`config.mk`:
```
export PLATFORM = sky130hd
export DESIGN_NAME = irq_controller_flat
export DESIGN_NICKNAME = d
export VERILOG_FILES = /design/src/rtl/irq_ctrl_pkg.sv /design/src/rtl/irq_controller_if.sv /design/src/rtl/irq_prio_enc.sv /design/src/rtl/irq_controller.sv /design/src/flat_wrapper.sv
export SDC_FILE = /design/constraint.sdc
export NUM_CORES = 1
export LEC_CHECK = 0
export BUFFER_PORTS_ARGS = -buffer_cell sky130_fd_sc_hd__buf_4
export CAP_MARGIN = 10
export CORE_MARGIN = 2
export CORE_UTILIZATION = 42
export DETAILED_ROUTE_END_ITERATION = 8
export GPL_ROUTABILITY_DRIVEN = 0
export SYNTH_ARGS = -nofsm -noshare
export SYNTH_HDL_FRONTEND = slang
export SYNTH_SLANG_ARGS = --single-unit
```
`constraint.sdc`:
```
create_clock -name clk -period 3.8 [get_ports clk]
set_input_delay 0.95 -clock clk [delete_from_list [all_inputs] [get_ports clk]]
set_output_delay 0.95 -clock clk [all_outputs]
set_load 0.01 [all_outputs]
```
`src/rtl/irq_ctrl_pkg.sv`:
```
// Shared definitions for the interrupt controller: register map, vector
// layout and the source-mask helper used to hide unimplemented inputs.
package irq_ctrl_pkg;

  localparam int MAX_SRC         = 8;
  localparam int VECTOR_NONE_BIT = 7;

  typedef enum logic [2:0] {
    IRQ_RAW    = 3'd0,
    IRQ_PEND   = 3'd1,
    IRQ_ENABLE = 3'd2,
    IRQ_MODE   = 3'd3,
    IRQ_ACTIVE = 3'd4,
    IRQ_VECTOR = 3'd5,
    IRQ_SWSET  = 3'd6,
    IRQ_RSVD   = 3'd7
  } irq_reg_e;

  typedef logic [MAX_SRC-1:0] src_vec_t;

  typedef struct packed {
    logic       none;
    logic [2:0] idx;
  } irq_vec_t;

  // Decoded effect of one bus write on the pending/config state.
  typedef struct packed {
    src_vec_t pend_clr;
    src_vec_t ack_clr;
    src_vec_t swset;
    logic     enable_we;
    logic     mode_we;
  } irq_wr_t;

  function automatic src_vec_t src_mask(input int n);
    src_vec_t m;
    for (int i = 0; i < MAX_SRC; i++) begin
      m[i] = (i < n);
    end
    return m;
  endfunction

endpackage

```
`src/rtl/irq_controller_if.sv`:
```
// mmio slot bus shared with via/acia: register select, strobes and data.
interface irq_controller_if;
  logic [2:0] rs;
  logic       we;
  logic       en;
  logic [7:0] din;
  logic [7:0] dout;

  modport master (output rs, output we, output en, output din, input dout);
  modport slave  (input rs, input we, input en, input din, output dout);
endinterface

```
`src/rtl/irq_prio_enc.sv`:
```
// Combinational lowest-index-first priority encoder, 8 requests to
// {none, idx}; kept standalone so other arbiters can reuse it.
module irq_prio_enc
  import irq_ctrl_pkg::*;
(
  input  logic [MAX_SRC-1:0] req,
  output logic               none,
  output logic [2:0]         idx
);

  always_comb begin
    // NOTE: every output gets a default before the loop so no path leaves it unassigned (no latch).
    none = 1'b1;
    idx  = 3'd0;
    // Scan downward so the lowest set bit is the last one written.
    for (int i = MAX_SRC - 1; i >= 0; i--) begin
      if (req[i]) begin
        none = 1'b0;
        idx  = 3'(i);
      end
    end
  end

endmodule

```
`src/rtl/irq_controller.sv`:
```
// Memory-mapped interrupt controller: per-source enable, level/edge mode,
// W1C pending latches, software set, vectoring and a registered CPU irq.
module irq_controller
  import irq_ctrl_pkg::*;
#(
  parameter int NUM_SRC = 8
) (
  input  logic               clk,
  input  logic               rst,
  irq_controller_if.slave    bus,
  input  logic [NUM_SRC-1:0] src,
  output logic               irq
);

  localparam src_vec_t VALID = src_mask(NUM_SRC);

  src_vec_t src_ext;
  src_vec_t prev_src_q;
  src_vec_t latch_q;
  src_vec_t latch_d;
  src_vec_t enable_q;
  src_vec_t mode_q;
  src_vec_t rise;
  src_vec_t pend;
  src_vec_t active;
  logic     irq_q;
  irq_wr_t  wr;
  irq_vec_t vec;

  always_comb begin
    src_ext              = '0;
    src_ext[NUM_SRC-1:0] = src;
  end

  // Bus write decode; reads never touch state because the CPU issues dummy reads.
  always_comb begin
    wr = '0;
    if (bus.en && bus.we) begin
      unique case (irq_reg_e'(bus.rs))
        IRQ_PEND:   wr.pend_clr  = bus.din & VALID;
        IRQ_ENABLE: wr.enable_we = 1'b1;
        IRQ_MODE:   wr.mode_we   = 1'b1;
        IRQ_SWSET:  wr.swset     = bus.din & VALID;
        IRQ_VECTOR: begin
          if (int'(bus.din[2:0]) < NUM_SRC) begin
            wr.ack_clr[bus.din[2:0]] = 1'b1;
          end
        end
        default: ;
      endcase
    end
  end

  // Edge-mode latches: set beats clear, and a level-mode bit forgets its latch.
  always_comb begin
    rise    = src_ext & ~prev_src_q;
    latch_d = ((latch_q & ~(wr.pend_clr | wr.ack_clr)) | rise | wr.swset)
              & mode_q & VALID;
  end

  always_comb begin
    pend   = ((mode_q & latch_q) | (~mode_q & src_ext)) & VALID;
    active = pend & enable_q;
  end

  irq_prio_enc u_prio (
    .req  (active),
    .none (vec.none),
    .idx  (vec.idx)
  );

  always_ff @(posedge clk) begin
    // NOTE: sequential state uses <= so every register sees pre-edge values of the others.
    if (rst) begin
      prev_src_q <= '0;
      latch_q    <= '0;
      enable_q   <= '0;
      mode_q     <= '0;
      irq_q      <= 1'b0;
    end else begin
      prev_src_q <= src_ext;
      latch_q    <= latch_d;
      irq_q      <= |active;
      if (wr.enable_we) enable_q <= bus.din & VALID;
      if (wr.mode_we)   mode_q   <= bus.din & VALID;
    end
  end

  assign irq = irq_q;

  always_comb begin
    bus.dout = '0;
    unique case (irq_reg_e'(bus.rs))
      IRQ_RAW:    bus.dout = src_ext;
      IRQ_PEND:   bus.dout = pend;
      IRQ_ENABLE: bus.dout = enable_q;
      IRQ_MODE:   bus.dout = mode_q;
      IRQ_ACTIVE: bus.dout = active;
      IRQ_VECTOR: begin
        bus.dout[VECTOR_NONE_BIT] = vec.none;
        bus.dout[2:0]             = vec.idx;
      end
      default:    bus.dout = '0;
    endcase
  end

endmodule

```
`src/flat_wrapper.sv`:
```
// flat-port wrapper written by rule: the top's interface ports become plain ports
module irq_controller_flat import irq_ctrl_pkg::*;
#(
  parameter int NUM_SRC = 8
)
  (clk, rst, src, irq, bus_rs, bus_we, bus_en, bus_din, bus_dout);
  irq_controller_if bus_i ();
  input  logic clk;
  input  logic rst;
  input  logic [NUM_SRC-1:0] src;
  output logic irq;
  input wire logic [$bits(bus_i.rs)-1:0] bus_rs;
  input wire logic [$bits(bus_i.we)-1:0] bus_we;
  input wire logic [$bits(bus_i.en)-1:0] bus_en;
  input wire logic [$bits(bus_i.din)-1:0] bus_din;
  output wire logic [$bits(bus_i.dout)-1:0] bus_dout;
  assign bus_i.rs = bus_rs;
  assign bus_i.we = bus_we;
  assign bus_i.en = bus_en;
  assign bus_i.din = bus_din;
  assign bus_dout = bus_i.dout;
  irq_controller #(.NUM_SRC(NUM_SRC)) u_core (.clk(clk), .rst(rst), .bus(bus_i), .src(src), .irq(irq));
endmodule
```
==> metrics.csv <==
metric;value;unit
status;finished clean;
Final Util;50.95;%
GRT Residual Overflow;0;
Post-synth ARST share;0;%
Synthesized Nets;265;
CP most frequent cell;buf_4;
relative slew slack;46.69;%
clock period minus worst slack;3.173;ns
Sink Count;33;
worst r2r src;u_core.mode_q[6];
worst-path cell chain;buf_4 > mux2_4 > a211oi_1 > o311ai_0 > a31oi_1 > buf_4;
most frequent cells in the layout;buf_4, dfxtp_1, a21oi_1, nand2_1;
CP max FO;4;
worst slew pin tran;0.7967;ns
Remaining DRCs;0;
worst skew pair latency;0.29;ns
Min-Delay Path Class;register to register;
FF-to-FF path depth;4;
port buffer count;31;
wire length per cell;16.67;microns
Final setup viols;0;
1st-iter DRT viols;122;
total CTS buffers;5;
CP peak stage delay;0.29;ns
CTS-repair resized insts;0;
Die Wd;73.04;microns
TritonRoute pass-1 iters;4;
Fill cells;448;
slowest CP cell;a211oi_1;
Yosys top cell area share;33.00;%
CTS tree;built;
clk_skew;0.004680;ns
RSZ-0062 raised after global routing;false;
largest net degree at the start of global routing;34;
routed vias;1891;
Core ar.;4661;sq um
share of cells above drive strength 1;19.63;%
Yosys top cell by area;dfxtp_1;
antenna cell count;0;
pre-CTS setup slack;0.6242;ns
Setup TNS;0;ns
Antenna Nets Post-Route;0;
initial cell density of the core;42.95;%
Final Cell Area;2375;sq um
Die Ht;73.04;microns
pwr/cell area;345.7;nW/um^2
CP top delay family;compound AO/OA/AOI/OAI gates;
fin crit share;83.49;%
clock root buffer;clkbuf_8;
clk buf depth;2;
Final Max Tran Viols;0;
WP data required;2.85;ns
IO Pins;32;
critical path data arrival time;2.22;ns
H-tree depth;2;
Core Rows;25;
Vias/cell;5.836;
placed cell areas;2258;sq um
reg-to-reg setup timing slack;2.37;ns
top cells by area, synth;dfxtp_1, mux2i_1, a21oi_1;
DP HPWL;3.783;mm
hold path cells;2;
Hold Path Origin;u_core.latch_q[2];
Final #Nets;292;
Critical Path Sink Type;primary output;
Seq/Total Area, Yosys;33.00;%
# Post-CTS Setup Buffers;0;
first-pass GRT wire length;8.790;mm
synthesis-stage register bit count;33;
gr usage total;21.89;%
total die area;5335;sq um
vias in the first global route;1728;
Area Overhead vs Synth;18.63;%
number of synthesized flops with an enable pin;0;
type of origin of the critical path;input port;
Synth Instances;242;
Routed WL;5.402;mm
WHS Endpoint;u_core.latch_q[2];
Final Hold Fails;0;
Fmax;315.2;MHz
Hold-fix buffers, CTS;0;
Synth cell types;42;
Avg Inst Size Synth;8.272;sq um
Synth Warn #;0;
most used flip-flop cell after synthesis;dfxtp_1;
reg2reg end;u_core.irq;
CP Class;input port to primary output;
maxcap violations;0;
leakage power;0.8498;nW
WP buf/inv;2;
fin worst setup slack;0.6274;ns
initial antenna violation count;0;
Mapped Area;2002;sq um
clock slew at reported path FFs;0.07;ns
VDD IR-drop max;0.0002036;V
stage by stage:
step	hold slack (ns)	std cells	power, mW
after floorplan	0.4582	242	0.4321
after global placement	0.4798	316	0.4803
after detailed placement	0.4824	316	0.4811
after CTS	0.4925	324	0.8264
after global routing	0.5196	324	0.8542
final	0.4902	324	0.8209
kinds of logic after synthesis:
family / count (synthesis) / synth area share [%]
multiplexers: 19 / 10.06
AO/OA/AOI/OAI: 76 / 26.31
AND/OR/NAND/NOR: 90 / 25.62
flip-flops: 33 / 33.00
buffers and inverters: 24 / 5.000
sequential cells by signal, indices dropped and copies added (netlist names):
register,count
u_core.latch_q,8
u_core.prev_src_q,8
u_core.irq,1
u_core.mode_q,8
u_core.enable_q,8
power by group:
| part | internal, mW | leakage, nW | switching (mW) |
|---|---|---|---|
| combinational | 0.0537 | 0.523 | 0.0627 |
| sequential | 0.353 | 0.268 | 0.00405 |
| clock | 0.214 | 0.0585 | 0.134 |
synthesized netlist by cell type (3+ instances only):
cell type,instances
o22ai_1,4
nor2_1,12
mux2i_1,13
nor2b_1,19
nand3_1,3
a21boi_0,5
o221a_2,4
a21oi_1,24
dfxtp_1,33
mux2_2,5
inv_1,11
clkbuf_1,5
nand2b_1,19
o211ai_1,8
o21ai_0,9
o221ai_1,11
nand2_1,21
buf_2,8
how the worst max path moves through the flow:
stage | from | to | slack (ns) | cells after the start
after floorplan | src[6] | bus_dout[1] | 0.94 | 4
after global placement | src[6] | bus_dout[1] | 0.63 | 6
after detailed placement | src[6] | bus_dout[1] | 0.62 | 6
after CTS | src[6] | bus_dout[1] | 0.63 | 6
after global routing | src[6] | bus_dout[1] | 0.60 | 6
final | src[6] | bus_dout[0] | 0.63 | 6
routing by layer:
layer  vias to the layer above  routed length, microns  part of all wire (%)  track usage (%)
li1                        938                       -                     -                -
met1                       907                    2640                    49            30.65
met2                        41                    2492                    46            33.33
met3                         5                     226                   4.2            5.249
met4                         0                      42                  0.78            6.379
met5                         -                       0                     0                0
tightest hold or removal path: stages, from the launching register on:
cell and delay, ns:
dfxtp_1 0.33, o221ai_1 0.07, a21oi_1 0.06
layout make-up:
| type | instances | area (sq um) | area share, % |
|---|---|---|---|
| clock inverter | 1 | 30.03 | 1.264 |
| sequential | 33 | 660.6 | 27.82 |
| timing repair buffer | 33 | 247.7 | 10.43 |
| multi-input combinational | 185 | 1241 | 52.27 |
| tap | 54 | 67.56 | 2.845 |
| clock buffer | 7 | 86.33 | 3.635 |
| inverter | 11 | 41.29 | 1.739 |
No activity file was read; power rests on OpenSTA's default activity.
